**src/rtl/sseg_display_arbiter.sv**
```systemverilog
`default_nettype none
// ============================================================================
//  Module      : sseg_display_arbiter
//  Description : Round-robin arbiter with minimum dwell that shares a 4-digit
//                seven-segment display between two 16-bit hex sources, plus
//                a free-running scan sequencer with leading-zero blanking.
//  Revision    : 1.0 - initial release
// ============================================================================
module sseg_display_arbiter #(
    parameter int REFRESH_BITS = 18,
    parameter int DWELL_CYCLES = 50_000_000,
    parameter int DWELL_W      = 26
) (
    input  logic        clk,
    input  logic        reset,      // asynchronous, active-low
    input  logic [1:0]  req,
    input  logic [15:0] val0,
    input  logic [15:0] val1,
    input  logic [3:0]  dp0,
    input  logic [3:0]  dp1,
    input  logic        blank_lz,
    output logic [1:0]  gnt,
    output logic [3:0]  an,
    output logic [7:0]  sseg
);

    typedef enum logic [1:0] {
        S_IDLE  = 2'd0,
        S_HOLD0 = 2'd1,
        S_HOLD1 = 2'd2
    } state_t;

    // Last dwell count of a grant; the decision to switch/re-arm/release is
    // taken on the edge where the counter sits at this value.
    localparam logic [DWELL_W-1:0] c_DWELL_LAST = DWELL_W'(DWELL_CYCLES - 1);

    state_t                   r_state;
    logic                     r_rr;
    logic [DWELL_W-1:0]       r_dwell;
    logic [1:0]               r_gnt;
    logic [REFRESH_BITS-1:0]  r_scan;
    logic [3:0]               r_an;
    logic [7:0]               r_sseg;

    logic [1:0]               w_digit;
    logic [15:0]              w_val;
    logic [3:0]               w_dp;
    logic [3:0]               w_nibble;
    logic                     w_lz_zero;
    logic                     w_blank;
    logic [6:0]               w_hex;
    logic [3:0]               w_an_next;
    logic [7:0]               w_sseg_next;

    // Arbiter FSM: grant selection, dwell timing and round-robin pointer
    always_ff @(posedge clk or negedge reset) begin
        if (!reset) begin
            r_state <= S_IDLE;
            r_rr    <= 1'b0;
            r_dwell <= '0;
            r_gnt   <= 2'b00;
        end else begin
            case (r_state)
                S_IDLE: begin
                    if (req[0] && (!req[1] || !r_rr)) begin
                        r_state <= S_HOLD0;
                        r_gnt   <= 2'b01;
                        r_dwell <= '0;
                        r_rr    <= 1'b1;
                    end else if (req[1]) begin
                        r_state <= S_HOLD1;
                        r_gnt   <= 2'b10;
                        r_dwell <= '0;
                        r_rr    <= 1'b0;
                    end
                end
                S_HOLD0: begin
                    if (r_dwell != c_DWELL_LAST) begin
                        r_dwell <= r_dwell + DWELL_W'(1);
                    end else if (req[1]) begin
                        r_state <= S_HOLD1;
                        r_gnt   <= 2'b10;
                        r_dwell <= '0;
                        r_rr    <= 1'b0;
                    end else if (req[0]) begin
                        r_dwell <= '0;
                        r_rr    <= 1'b1;
                    end else begin
                        r_state <= S_IDLE;
                        r_gnt   <= 2'b00;
                        r_dwell <= '0;
                    end
                end
                S_HOLD1: begin
                    if (r_dwell != c_DWELL_LAST) begin
                        r_dwell <= r_dwell + DWELL_W'(1);
                    end else if (req[0]) begin
                        r_state <= S_HOLD0;
                        r_gnt   <= 2'b01;
                        r_dwell <= '0;
                        r_rr    <= 1'b1;
                    end else if (req[1]) begin
                        r_dwell <= '0;
                        r_rr    <= 1'b0;
                    end else begin
                        r_state <= S_IDLE;
                        r_gnt   <= 2'b00;
                        r_dwell <= '0;
                    end
                end
                default: begin
                    r_state <= S_IDLE;
                    r_gnt   <= 2'b00;
                    r_dwell <= '0;
                end
            endcase
        end
    end

    // Free-running scan counter; its top two bits select the active digit
    always_ff @(posedge clk or negedge reset) begin
        if (!reset) begin
            r_scan <= '0;
        end else begin
            r_scan <= r_scan + REFRESH_BITS'(1);
        end
    end

    assign w_digit = r_scan[REFRESH_BITS-1 -: 2];

    // Live source mux: the granted source's value and decimal points
    always_comb begin
        w_val = val0;
        w_dp  = dp0;
        if (r_state == S_HOLD1) begin
            w_val = val1;
            w_dp  = dp1;
        end
    end

    // Nibble select and leading-zero detection for the active digit
    always_comb begin
        w_nibble  = w_val[3:0];
        w_lz_zero = 1'b0;
        case (w_digit)
            2'd0: begin
                w_nibble  = w_val[3:0];
                w_lz_zero = 1'b0;
            end
            2'd1: begin
                w_nibble  = w_val[7:4];
                w_lz_zero = (w_val[15:4] == 12'h000);
            end
            2'd2: begin
                w_nibble  = w_val[11:8];
                w_lz_zero = (w_val[15:8] == 8'h00);
            end
            default: begin
                w_nibble  = w_val[15:12];
                w_lz_zero = (w_val[15:12] == 4'h0);
            end
        endcase
    end

    // Hex to active-low {g,f,e,d,c,b,a}
    always_comb begin
        w_hex = 7'b1111111;
        case (w_nibble)
            4'h0: w_hex = 7'b1000000;
            4'h1: w_hex = 7'b1111001;
            4'h2: w_hex = 7'b0100100;
            4'h3: w_hex = 7'b0110000;
            4'h4: w_hex = 7'b0011001;
            4'h5: w_hex = 7'b0010010;
            4'h6: w_hex = 7'b0000010;
            4'h7: w_hex = 7'b1111000;
            4'h8: w_hex = 7'b0000000;
            4'h9: w_hex = 7'b0010000;
            4'hA: w_hex = 7'b0001000;
            4'hB: w_hex = 7'b0000011;
            4'hC: w_hex = 7'b1000110;
            4'hD: w_hex = 7'b0100001;
            4'hE: w_hex = 7'b0000110;
            default: w_hex = 7'b0001110;
        endcase
    end

    assign w_blank     = (r_state == S_IDLE) || (blank_lz && w_lz_zero);
    assign w_an_next   = w_blank ? 4'b1111 : ~(4'b0001 << w_digit);
    assign w_sseg_next = w_blank ? 8'hFF : {~w_dp[w_digit], w_hex};

    // Registered display drive, one cycle behind grant/digit/value changes
    always_ff @(posedge clk or negedge reset) begin
        if (!reset) begin
            r_an   <= 4'b1111;
            r_sseg <= 8'hFF;
        end else begin
            r_an   <= w_an_next;
            r_sseg <= w_sseg_next;
        end
    end

    assign gnt  = r_gnt;
    assign an   = r_an;
    assign sseg = r_sseg;

endmodule
`default_nettype wire
```
**config.mk**
```make
export PLATFORM = sky130hd
export DESIGN_NAME = sseg_display_arbiter
export DESIGN_NICKNAME = d
export VERILOG_FILES = /design/src/rtl/sseg_display_arbiter.sv
export SDC_FILE = /design/constraint.sdc
export NUM_CORES = 1
export LEC_CHECK = 0
export CAP_MARGIN = 10
export CORE_ASPECT_RATIO = 1.5
export CORE_MARGIN = 4
export CORE_UTILIZATION = 25
export CTS_BUF_LIST = sky130_fd_sc_hd__clkbuf_16
export DETAILED_ROUTE_END_ITERATION = 8
export GPL_TIMING_DRIVEN = 0
export SLEW_MARGIN = 20
export SYNTH_ARGS = -nofsm -noshare
export SYNTH_HDL_FRONTEND = slang
export SYNTH_SLANG_ARGS = --single-unit
```
**constraint.sdc**
```tcl
create_clock -name clk -period 2.2 [get_ports clk]
set_input_delay 0.22 -clock clk [delete_from_list [all_inputs] [get_ports clk]]
set_output_delay 0.22 -clock clk [all_outputs]
set_load 0.02 [all_outputs]
```
# Word-level counts from Yosys, hierarchy flattened
# Memory sizes are Yosys's and may differ from the RTL's.
# Index checks and enable logic that the tools add are counted.
totals:
  ff_bits: 59
  latch_bits: 0
  ramBits: 0
  mem_bits_ro: 112
  input_bits: 45
  out_inout_bits: 14
  word_cells: 68
  mem_count: 1
op_classes:
  n_addsub: 2
  n_mul: 0
  div: 0
  n_lt_le_gt_ge: 1
  n_eq_ne: 11
  shifts: 1
  muxes: 29
  bitwise_logic: 2
  n_reduce_logical: 15
memory_table:
  columns: ["memory", "depth", "width", "read_ports", "rd_ports_with_merged_regs", "write_ports", "line_no", "source"]
  rows:
  - ["(no name shown)", 16, 7, 1, 0, 0, "168", "case (w_nibble)"]
ops:
  columns: ["operator", "n"]
  rows:
  - ["$mux 26", 3]
  - ["$pmux 26 s2", 1]
  - ["$add 26x1->26 const B", 1]
  - ["$ne 26x26->1 const B", 1]
  - ["$add 18x1->18 const B", 1]
  - ["$mux 16", 1]
  - ["$mux 2", 8]
  - ["$logic_not 12->1", 1]
  - ["$ne 3x3->1 const B", 4]
  - ["$pmux 4 s3", 1]
  - ["$logic_not 8->1", 1]
  - ["$mux 1", 8]
  - ["$mux 4", 2]
  - ["$mux 8", 1]
  - ["$pmux 1 s3", 2]
  - ["$pmux 2 s3", 1]
  - ["$reduce_and 5->1", 1]
  - ["$eq 2x1->1 const B", 2]
  - ["$eq 2x2->1 const B", 2]
  - ["$logic_not 2->1", 2]
  - ["$logic_not 4->1", 1]
  - ["$ne 2x2->1 const B", 2]
  - ["$not 4->4", 1]
  - ["$reduce_and 4->1", 1]
  - ["other kinds (9)", 12]

# Longest topological paths before layout
# Gate-level depths: netlist (run 1).
logic_depth:
  ltp_word: 7
  mapped_depth: 11
  ltp_nobuf: 10

# Least setup slack after synthesis (run 1)
# No wires, ideal clock.
synth_path:
  kind: "reg-to-reg"
  start: "register, netlist name gnt[0]"
  end: "register r_sseg[3], in the netlist sseg[3]"
  setup_ps: 83
  arrival_ps: 2510
  t_required_ps: 2117
  setup_slack_ps: -392
  stages_incl_launch_ff: 10
  n_path_buf: 1
  period_less_slack_ps: 2592
  path_cell_list: "dfrtp_1 -> inv_1 -> ha_1 -> buf_4 -> mux2i_1 -> mux4_2 -> ha_1 -> inv_1 -> mux4_1 -> nand2b_1"
synth_lines:
  columns: ["item", "line_no", "source"]
  rows:
  - ["end signal, assigned", "199", "r_sseg <= w_sseg_next;"]
  - ["end, declared", "43", "logic [7:0] r_sseg;"]

==> results.yml, run 1 <==
clocking:
  root_buffer: "clkbuf_16"
  cts_max_path_buffers: 2
  cts_tree: "built"
  cts_max_level: 3
  worst_skew_pair.late_latency_ps: 330
  clk_pin_slew_ps: 50
  cts_buffers: 9
  cts.sinks: 59
place:
  place.gp.congestion: 0.8576
  dpl.hpwl_mm: 7.122
  dp_slack_ps: -393.4
  io_buffers: 56
synthesis:
  muxShareOfSynthArea_pct: 10.58
  synth_edf_count: 0
  synth_top_family_by_area: "simple AND/OR/NAND/NOR gates"
  synth_warnings: 0
  synth_compound_gate_area_share_pct: 7.679
  yosys.area.top_type_share_pct: 32.81
  ys_seq_area_share_pct: 41.61
  yosys-top-cells-count: "dfrtp_1 (47), xnor2_1 (31), nand2_1 (30), nor2_1 (29), nand3_1 (21)"
  ys_types: 59
  yosys.area_share.xor_xnor_pct: 8.063
  syn_area_um2: 3585
  ys.flop_type: "dfrtp_1"
  synthCells: 355
  synth.avg_cell_area_um2: 10.10
  async_reset_ff_share_pct: 100.0
  synth_fp_nets: 411
  synthTopCellsByArea: "dfrtp_1 (33%), dfstp_2 (8.8%), xnor2_1 (7.6%), mux4_2 (5.0%), ha_1 (3.8%)"
  synthAdderAreaFrac_pct: 3.839
  yosys.area.top_type: "dfrtp_1"
  yosys_register_bits: 59
  synth_most_common_cell: "dfrtp_1"
  yosys.area_share.simple_pct: 23.87
sta:
  fin_ws_ps: -171.9
  fmax_ghz: 0.4216
  hold_viol_final: 0
  worstMarginPinSlew_ps: 398.5
  timing.final.crit_period_ps: 2372
  finalCritPeriodShare_pct: 107.8
  setup_viol: 6
  final-max-slew-violation-count: 0
  slew-limit-headroom_pct: 72.87
  grt_setup_unrepaired: "true"
  finClkSkew_ps: 5.381
floorplan:
  die_x_um: 105.8
  dieArea_um2: 16360
  ios: 59
  core.rowCount: 53
  start_util_pct: 25.50
  coreArea_um2: 14060
  die_height_um: 154.7
cells_and_area:
  areaGrowthSynthToFinish_pct: 40.59
  drive_gt1_share_pct: 23.09
  fill_cells: 1407
  finish.utilization_pct: 35.85
  multi_input_area_um2: 2062
  nets: 497
  regArea_um2: 1495
  n_antenna_cell: 0
power:
  pwr-share-seq_pct: 39.3
  pwr-share-clk_pct: 51.6
  switchingPower_mw: 0.5998
  p_leak_nw: 1.986
  internal_power_mw: 2.231
  switching_share_pct: 21.19
  p_comb_share_pct: 9.1
  vdd_ir_drop_max_mv: 0.3557
  cellPowerDensity_nw_per_um2: 561.7
  power_mw: 2.831
detailed_routing:
  avgViaCountPerCell: 4.752
  wl_per_cell_um: 15.19
  route.detailed.drc: 0
  drt-total-wl_mm: 9.692
  num_vias: 3032
  first_pass_iters: 5
  final_antenna_net_count: 0
  drtIter0Drc: 171
global_routing:
  antenna_found_initial: 0
  overflow: 0
  grt_pass1_wl_mm: 15.68
  grt_pass1_vias: 3205
  grt_usage_pct: 12.10
  grt_max_degree: 46
worst_hold_path:
  hp-class: "in2reg"
worst_setup_path:
  worstSetupEndpointType: "flop"
  cp_max_fo: 6
  crit_path_start_kind: "flop"
  critical_path_required_ps: 2460
  cp.arrival_ps: 2640
  worstSetupPathType: "reg2reg"
outcome:
  status: "finished with violations"
  violations: "setup timing"
flow_run:
  maxCapViolCount: 0
==> cells in the final DEF (no fill, tap or decap), types with 5 or more instances in the layout <==
master           instances
a21oi_1                  6
and3_1                   5
buf_2                    5
buf_4                   18
buf_6                    6
clkbuf_16                9
clkdlybuf4s50_1         55
dfrtp_1                 44
dfstp_2                 12
ha_1                     7
inv_1                   18
mux2i_1                  8
mux4_2                   9
nand2_1                 29
nand2b_1                 6
nand3_1                 20
nand4_1                  8
nor2_1                  29
nor3_1                   8
nor4_1                   8
o21ai_0                  8
xnor2_1                 31
==> repair_timing <==
| item | in CTS | in global routing |
|---|---|---|
| endpoints found under the hold margin | 14 | 0 |
| cloned | 0 | 1 |
| pin swaps | 2 | 7 |
| gates resized for setup | 15 | 27 |
| setup buffers | 7 | 9 |
| endpoints found under the setup margin | 23 | 28 |
| hold buffers | 1 | 0 |
==> registers in the layout, summed over array words and instances, names as in the netlist <==
register	count
r_rr	1
an	4
r_dwell	26
gnt	2
r_scan	18
sseg	8
==> power by group through the flow <==
stage / registers [mW] / logic (mW) / clock network (mW)
5_1_grt: 1.11 / 0.276 / 1.55
4_1_cts: 1.11 / 0.249 / 1.50
2_1_floorplan: 1.15 / 0.0692 / 0
3_3_place_gp: 1.13 / 0.228 / 0
3_5_place_dp: 1.13 / 0.237 / 0
6_report: 1.11 / 0.257 / 1.46
==> final timing paths <==
path                            startpoint     endpoint  slack [ps]  cells after the start
worst min-delay path                req[1]         r_rr         280                      2
min in group asynchronous            reset  r_dwell[10]         300                      2
max in group asynchronous            reset        an[3]        1340                      3
worst max register to register      gnt[1]      sseg[3]        -170                      8
worst max-delay path                gnt[1]      sseg[3]        -170                      8
worst min register to register   r_scan[4]    r_scan[4]         470                      1
==> worst max-delay path, cell delays in order, from the launching register on <==
cell and delay (ps):
dfrtp_2 420, ha_4 170, buf_12 130, mux2i_1 110, mux4_2 560, ha_4 300
inv_2 30, mux4_2 440, nand2b_4 150
==> final cells by class <==
cell class,count,share of cell area [%]
Inverter,19,1.415
Multi-Input combinational cell,262,40.91
Buffer,15,2.582
Tap cell,192,4.767
Sequential cell,59,29.67
Timing Repair Buffer,75,14.52
Clock inverter,7,1.663
Clock buffer,9,4.469
==> stage by stage <==
step	setup TNS, ps	cell area (um^2)	hold slack [ps]	std cells
finish	-509.5	5040	284.5	638
floorplan	-212.1	3616	-75.59	355
global placement	-52240	4417	455.5	603
detailed placement	-2504	4442	105.2	604
global route	-1348	5040	298.7	638
CTS	-513.3	4872	275.1	628
==> layer usage <==
layer / track usage (%) / routed length, um / part of all wire (%) / vias to the layer above
met4: 6.975 / 335 / 3.5 / 0
li1: - / - / - / 1442
met3: 2.714 / 330 / 3.4 / 22
met1: 12.71 / 3737 / 39 / 1502
met5: 0 / 0 / 0 / -
met2: 21.96 / 5288 / 55 / 66
==> cell families (layout without fill, tap and decap cells) <==
kind of cell | Yosys count | after routing
muxes | 23 | 23
DFF | 59 | 59
and+or+nand+nor | 154 | 154
buffers and inverters | 34 | 125
AOI/OAI and AO/OA | 41 | 41
xor gates and xnor gates | 33 | 33
adders and majority gates | 11 | 11
(Power assumes the default switching activity.)
==> run 2: changes to the inputs <==
- CTS_CLUSTER_SIZE: default -> 8
==> results of run 2 <==
The final DEF is identical to that of run 1; final timing and power are the same.
